`config.mk`:
```
export PLATFORM = sky130hd
export DESIGN_NAME = seg7_serial_chain
export DESIGN_NICKNAME = d
export VERILOG_FILES = /design/src/rtl/seg7_pkg.sv /design/src/rtl/seg7_serial_chain_shift_tick_gen.sv /design/src/rtl/seg7_serial_chain.sv
export SDC_FILE = /design/constraint.sdc
export NUM_CORES = 1
export LEC_CHECK = 0
export BUFFER_PORTS_ARGS = -buffer_cell sky130_fd_sc_hd__buf_4
export CAP_MARGIN = 20
export CORE_ASPECT_RATIO = 0.7
export CORE_MARGIN = 2
export CORE_UTILIZATION = 60
export DETAILED_ROUTE_END_ITERATION = 7
export PLACE_DENSITY = 0.81
export SLEW_MARGIN = 20
export SYNTH_ARGS = -nofsm -noshare
export SYNTH_HDL_FRONTEND = slang
export SYNTH_SLANG_ARGS = --single-unit
```
`constraint.sdc`:
```
create_clock -name i_clk -period 5.8 [get_ports i_clk]
set_clock_uncertainty 0.15 [all_clocks]
set_input_delay 0.58 -clock i_clk [delete_from_list [all_inputs] [get_ports i_clk]]
set_output_delay 0.58 -clock i_clk [all_outputs]
set_load 0.005 [all_outputs]
```
`src/rtl/seg7_pkg.sv`:
```
// Shared definitions for the 7-segment shift-register chain driver:
// FSM encoding, clock-divider helper and segment-byte layout.
package seg7_pkg;

  typedef enum logic [1:0] {
    ST_IDLE     = 2'd0,
    ST_SHIFT_LO = 2'd1,
    ST_SHIFT_HI = 2'd2,
    ST_LATCH    = 2'd3
  } state_t;

  localparam int SEG_BITS = 8;
  localparam int SEG_DP   = 7;

  // System cycles per half shift-clock period.
  function automatic int calc_div(input int sys_hz, input int shift_hz);
    return sys_hz / (2 * shift_hz);
  endfunction

endpackage

```
`src/rtl/seg7_serial_chain_shift_tick_gen.sv`:
```
// Half-period tick generator: one-cycle tick every DIV cycles,
// restartable by a synchronous clear so ticks align to frame start.
module shift_tick_gen
  import seg7_pkg::*;
#(
  parameter int DIV = 2
) (
  input  logic i_clk,
  input  logic i_reset,
  input  logic i_clr,
  output logic o_tick
);

  localparam int CW = $clog2(DIV + 1);

  logic [CW-1:0] r_cnt;
  logic          w_tick;

  assign w_tick = (r_cnt == CW'(DIV - 1));
  assign o_tick = w_tick;

  always_ff @(posedge i_clk) begin
    if (i_reset || i_clr || w_tick) begin
      r_cnt <= '0;
    end else begin
      r_cnt <= r_cnt + CW'(1);
    end
  end

endmodule

```
`src/rtl/seg7_serial_chain.sv`:
```
// Serial driver for a chain of 74HC595-style 7-segment registers, with a
// one-deep pending frame buffer and an enable-driven abort path.
module seg7_serial_chain
  import seg7_pkg::*;
#(
  parameter int SYS_CLK_HZ    = 5_000_000,
  parameter int SHIFT_CLK_HZ  = 1_000_000,
  parameter int NUM_DIGITS    = 6,
  parameter int MSB_FIRST     = 1,
  parameter int LATCH_PERIODS = 1,
  parameter int INVERT_DATA   = 0
) (
  input  logic                    i_clk,
  input  logic                    i_reset,
  input  logic                    i_en,
  input  logic                    i_start_stb,
  input  logic [8*NUM_DIGITS-1:0] i_frame,
  output logic                    o_busy,
  output logic                    o_done_stb,
  output logic                    o_serial_data,
  output logic                    o_serial_clk,
  output logic                    o_serial_latch
);

  localparam int   DIV        = calc_div(SYS_CLK_HZ, SHIFT_CLK_HZ);
  localparam int   TOTAL_BITS = SEG_BITS * NUM_DIGITS;
  localparam int   BCW        = $clog2(TOTAL_BITS + 1);
  localparam int   LCW        = $clog2(2 * LATCH_PERIODS + 1);
  localparam logic IDLE_LVL   = (INVERT_DATA != 0);

  if (DIV < 1) begin : g_bad_div
    $error("seg7_serial_chain: SYS_CLK_HZ/(2*SHIFT_CLK_HZ) must be >= 1");
  end
  if (LATCH_PERIODS < 1) begin : g_bad_latch
    $error("seg7_serial_chain: LATCH_PERIODS must be >= 1");
  end

  function automatic logic first_bit(input logic [TOTAL_BITS-1:0] v);
    return ((MSB_FIRST != 0) ? v[TOTAL_BITS-1] : v[0]) ^ IDLE_LVL;
  endfunction

  function automatic logic [TOTAL_BITS-1:0] advance(input logic [TOTAL_BITS-1:0] v);
    return (MSB_FIRST != 0) ? (v << 1) : (v >> 1);
  endfunction

  state_t                r_state, w_state_next;
  logic [TOTAL_BITS-1:0] r_shift, w_shift_next;
  logic [TOTAL_BITS-1:0] r_pend, w_pend_next;
  logic                  r_pend_vld, w_pend_vld_next;
  logic [BCW-1:0]        r_bit_cnt, w_bit_cnt_next;
  logic [LCW-1:0]        r_latch_cnt, w_latch_cnt_next;
  logic                  r_busy, w_busy_next;
  logic                  r_done, w_done_next;
  logic                  r_sdata, w_sdata_next;
  logic                  r_sclk, w_sclk_next;
  logic                  r_latch, w_latch_next;
  logic                  w_tick, w_tick_clr;
  logic [TOTAL_BITS-1:0] w_shifted;
  logic [TOTAL_BITS-1:0] w_chain_frame;

  assign w_shifted     = advance(r_shift);
  // A start landing in the latch-exit cycle with nothing pending chains directly.
  assign w_chain_frame = r_pend_vld ? r_pend : i_frame;

  shift_tick_gen #(.DIV(DIV)) u_tick (
    .i_clk   (i_clk),
    .i_reset (i_reset),
    .i_clr   (w_tick_clr),
    .o_tick  (w_tick)
  );

  always_comb begin
    w_state_next     = r_state;
    w_shift_next     = r_shift;
    w_pend_next      = r_pend;
    w_pend_vld_next  = r_pend_vld;
    w_bit_cnt_next   = r_bit_cnt;
    w_latch_cnt_next = r_latch_cnt;
    w_busy_next      = r_busy;
    w_done_next      = 1'b0;
    w_sdata_next     = r_sdata;
    w_sclk_next      = r_sclk;
    w_latch_next     = r_latch;
    w_tick_clr       = 1'b0;

    if (!i_en) begin
      w_state_next    = ST_IDLE;
      w_pend_vld_next = 1'b0;
      w_busy_next     = 1'b0;
      w_sdata_next    = IDLE_LVL;
      w_sclk_next     = 1'b0;
      w_latch_next    = 1'b0;
      w_tick_clr      = 1'b1;
    end else begin
      if (i_start_stb && (r_state != ST_IDLE)) begin
        w_pend_next     = i_frame;
        w_pend_vld_next = 1'b1;
      end
      case (r_state)
        ST_IDLE: begin
          if (i_start_stb) begin
            w_shift_next   = i_frame;
            w_bit_cnt_next = BCW'(TOTAL_BITS);
            w_sdata_next   = first_bit(i_frame);
            w_busy_next    = 1'b1;
            w_tick_clr     = 1'b1;
            w_state_next   = ST_SHIFT_LO;
          end
        end
        ST_SHIFT_LO: begin
          if (w_tick) begin
            w_sclk_next  = 1'b1;
            w_state_next = ST_SHIFT_HI;
          end
        end
        ST_SHIFT_HI: begin
          if (w_tick) begin
            w_sclk_next    = 1'b0;
            w_bit_cnt_next = r_bit_cnt - BCW'(1);
            if (r_bit_cnt == BCW'(1)) begin
              w_latch_next     = 1'b1;
              w_latch_cnt_next = LCW'(2 * LATCH_PERIODS - 1);
              w_state_next     = ST_LATCH;
            end else begin
              w_shift_next = w_shifted;
              w_sdata_next = first_bit(w_shifted);
              w_state_next = ST_SHIFT_LO;
            end
          end
        end
        ST_LATCH: begin
          if (w_tick) begin
            if (r_latch_cnt == '0) begin
              w_latch_next = 1'b0;
              w_done_next  = 1'b1;
              if (r_pend_vld || i_start_stb) begin
                w_shift_next    = w_chain_frame;
                w_bit_cnt_next  = BCW'(TOTAL_BITS);
                w_sdata_next    = first_bit(w_chain_frame);
                w_pend_vld_next = r_pend_vld && i_start_stb;
                w_state_next    = ST_SHIFT_LO;
              end else begin
                w_busy_next  = 1'b0;
                w_sdata_next = IDLE_LVL;
                w_state_next = ST_IDLE;
              end
            end else begin
              w_latch_cnt_next = r_latch_cnt - LCW'(1);
            end
          end
        end
        default: w_state_next = ST_IDLE;
      endcase
    end
  end

  always_ff @(posedge i_clk) begin
    if (i_reset) begin
      r_state     <= ST_IDLE;
      r_shift     <= '0;
      r_pend      <= '0;
      r_pend_vld  <= 1'b0;
      r_bit_cnt   <= '0;
      r_latch_cnt <= '0;
      r_busy      <= 1'b0;
      r_done      <= 1'b0;
      r_sdata     <= IDLE_LVL;
      r_sclk      <= 1'b0;
      r_latch     <= 1'b0;
    end else begin
      r_state     <= w_state_next;
      r_shift     <= w_shift_next;
      r_pend      <= w_pend_next;
      r_pend_vld  <= w_pend_vld_next;
      r_bit_cnt   <= w_bit_cnt_next;
      r_latch_cnt <= w_latch_cnt_next;
      r_busy      <= w_busy_next;
      r_done      <= w_done_next;
      r_sdata     <= w_sdata_next;
      r_sclk      <= w_sclk_next;
      r_latch     <= w_latch_next;
    end
  end

  assign o_busy         = r_busy;
  assign o_done_stb     = r_done;
  assign o_serial_data  = r_sdata;
  assign o_serial_clk   = r_sclk;
  assign o_serial_latch = r_latch;

endmodule

```
==> run metrics <==
WP data arrival=3.62 ns; worst-case clock buffer depth=2; worst r2r src=r_state[0]$_SDFFE_PP0P_; setup_tns=0 ns; VDD IR-drop max=roughly 0.00029 V; min cycle time layout=3.45 ns; GRT overflow=0; unrepaired setup endpoints after global routing=false; Post-synth EDFFs=0; Syn Area/Cell=~8 sq um; most common cell after layout, fill and taps aside=dfxtp_1; full die area=roughly 0.0096 sq mm; Layout area overhead=17.0%; Iter 0 DRT Violations=slightly below 500; Pleak=approximately 2.5 nW; Die Span X=roughly 120 microns; storage element area=0.00226 sq mm; Layout Nets=731; drt pass-1 iters=5; cell row count=28; CTS Hold Bufs=0; # diodes=0; relative slew slack=0.318; Final Core Density=0.727; clk_lat worst skew=between 0.4 and 0.5 ns; hold endpoint=r_pend[22]$_SDFFE_PP0P_; outcome=complete, no violations; Worst R2R End=r_shift[23]$_SDFFE_PP0P_; Netlist Area Pre-Place=0.00527 sq mm; reg-to-reg slack, setup=2.35 ns; clock slew at reported path FFs=0.05 ns; f_max=290 MHz; critical path, cell by cell=nand2b_4, o21ai_1, a2111oi_4, nand2_4, mux2i_1; vias in the first global route=4,224; switching portion of total power=0.230; net switching power=444 uW; power per cell area=313 mW/mm^2; Die Y=82.4 microns; global route hottest layer=met2; Total GRT Usage=0.265; Via-to-Cell Ratio=5.81; max capacitance violation total=0; fin crit share=0.595; met2 usage=0.439; Syn Inst Count=651; Seq/Total Area, Yosys=0.430; PortBufs=56; YS warnings=0; crit path max fanout=56; flops & latches, synth=about 110; final wirelength=around 12 mm; most frequent cells in the layout=dfxtp_1 (113), nand2_1 (107), nor2_1 (103), a21oi_1 (62), buf_4 (57); Overall Power=1.93 mW; Worst Hold Depth=3; Async SR Flop Fraction=0; Worst path depth=5; area occupied by multi-input gates=around 0.0027 sq mm; post-placement cell count=775; total CTS buffers=17; vias=4,664; CP top delay family=simple AND/OR/NAND/NOR gates; HPWL after DPL=7.05 mm; Clk pwr share=0.474; Slew Viols, Final=0; Tightest Hold Check Type=in2reg; initial antenna violation count=0; first-pass GRT wire length=19.7 mm; fillers=649; actual slew at the worst max-slew pin=1.02 ns; crit end category=flop; # resized after CTS=0; ys flop type=dfxtp_1; Initial Utilization=0.621; internal power=1.48 mW; Ports=57; Comb pwr share=0.094; Required @ worst endpoint=5.97 ns; root buf cell=clkbuf_16; min-delay src=i_frame[22]; Sink Count=113; Max stage delay on crit path=0.76 ns; wire per inst=15.3 microns; post-synth net total=707; CTS tree=yes; antenna-violating nets left=0; Post-CTS Setup Inserts=0; Slowest-stage cell, CP=dfxtp_1; global routing usage on met3=0.0686; Final Wtd Congestion=0.850; H-tree lvl count=4; share of cells above drive strength 1=0.130; largest net degree at the start of global routing=between 100 and 150; routing usage on met1=0.337; Distinct cells, synth=42; WP buf/inv=0; DRC viols=0; endpoints failing hold=0; Reg2Reg Depth=5; hold_ws=0.281 ns; crit path kind=reg2reg; CORE AREA=0.00848 sq mm; sequential power share=0.432; Post-Layout Cell Count=803; type of origin of the critical path=flop; # setup viols final=0
state kept, by name, indices dropped and copies added, names as in the netlist, 2 cells and up:
signal and cells:
r_state 2, r_latch_cnt 2, r_shift 47, r_bit_cnt 6, r_pend 48, u_tick.r_cnt 2
stage by stage:
stage	setup WS [ns]	area [sq um]
global placement	2.23	5610
global route	2.12	6160
finish	2.35	6160
CTS	2.01	6130
floorplan	3.86	5270
detailed placement	2.02	5610
worst register-to-register path: stages (launching register included):
cell       delay (ns)
dfxtp_1          0.76
nand2b_4         0.67
o21ai_1          0.27
a2111oi_4        0.58
nand2_4          0.56
mux2i_1          0.37
synthesized netlist by cell type (all sizes together) (3+ instances only):
master / instances / area, sq um
and2: 3 / 18.8
a21oi: 62 / 310
inv: 13 / 48.8
dfxtp: 113 / 2260
buf: 13 / 90.1
nor3: 4 / 20.0
or4: 3 / 22.5
nor2: 103 / 387
mux2i: 47 / 470
nand2: 109 / 417
o21ai: 10 / 50.0
o31ai: 5 / 37.5
nor2b: 3 / 18.8
o221ai: 46 / 403
clkbuf: 40 / 151
nand2b: 49 / 307
ha: 4 / 50.1
worst max path at each step:
stage | from | end
after floorplan | i_reset | r_bit_cnt[0]$_SDFFE_PP0P_
after global placement | r_state[0]$_SDFFE_PP0P_ | r_shift[10]$_SDFFE_PP0P_
after detailed placement | r_state[0]$_SDFFE_PP0P_ | r_shift[24]$_SDFFE_PP0P_
after CTS | r_state[0]$_SDFFE_PP0P_ | r_shift[1]$_SDFFE_PP0P_
after global routing | r_state[0]$_SDFFE_PP0P_ | r_shift[24]$_SDFFE_PP0P_
final | r_state[0]$_SDFFE_PP0P_ | r_shift[23]$_SDFFE_PP0P_
power by group through the flow:
| stage | clock network [mW] | registers (mW) | logic [mW] |
|---|---|---|---|
| after floorplan | 0 | 0.839 | 0.129 |
| after global placement | 0 | 0.845 | 0.173 |
| after detailed placement | 0 | 0.847 | 0.178 |
| after global routing | 0.961 | 0.836 | 0.199 |
| final | 0.914 | 0.833 | 0.181 |
| after CTS | 0.921 | 0.832 | 0.180 |
per-layer routing:
metal	share of wire	up-vias
met3	0.053	21
met5	0	-
met2	0.48	147
met4	0.015	0
li1	-	2288
met1	0.45	2208
kinds of logic (layout without fill, tap and decap cells):
family,Yosys count,in the layout,share of synthesized area
compound gates,138,138,0.180
fa+ha+maj,4,4,0.00951
buf+inv,66,98,0.0551
flops,113,113,0.430
mux,47,47,0.0894
simple gates,283,283,0.237
final cells by class:
type	instances	area share
repair buffers	58	0.0739
clock buffers	27	0.0833
inverters	13	0.00792
well taps	120	0.0244
multi-input cells	472	0.443
flip-flops and latches	113	0.367
Power figures use the tool's default switching activity.
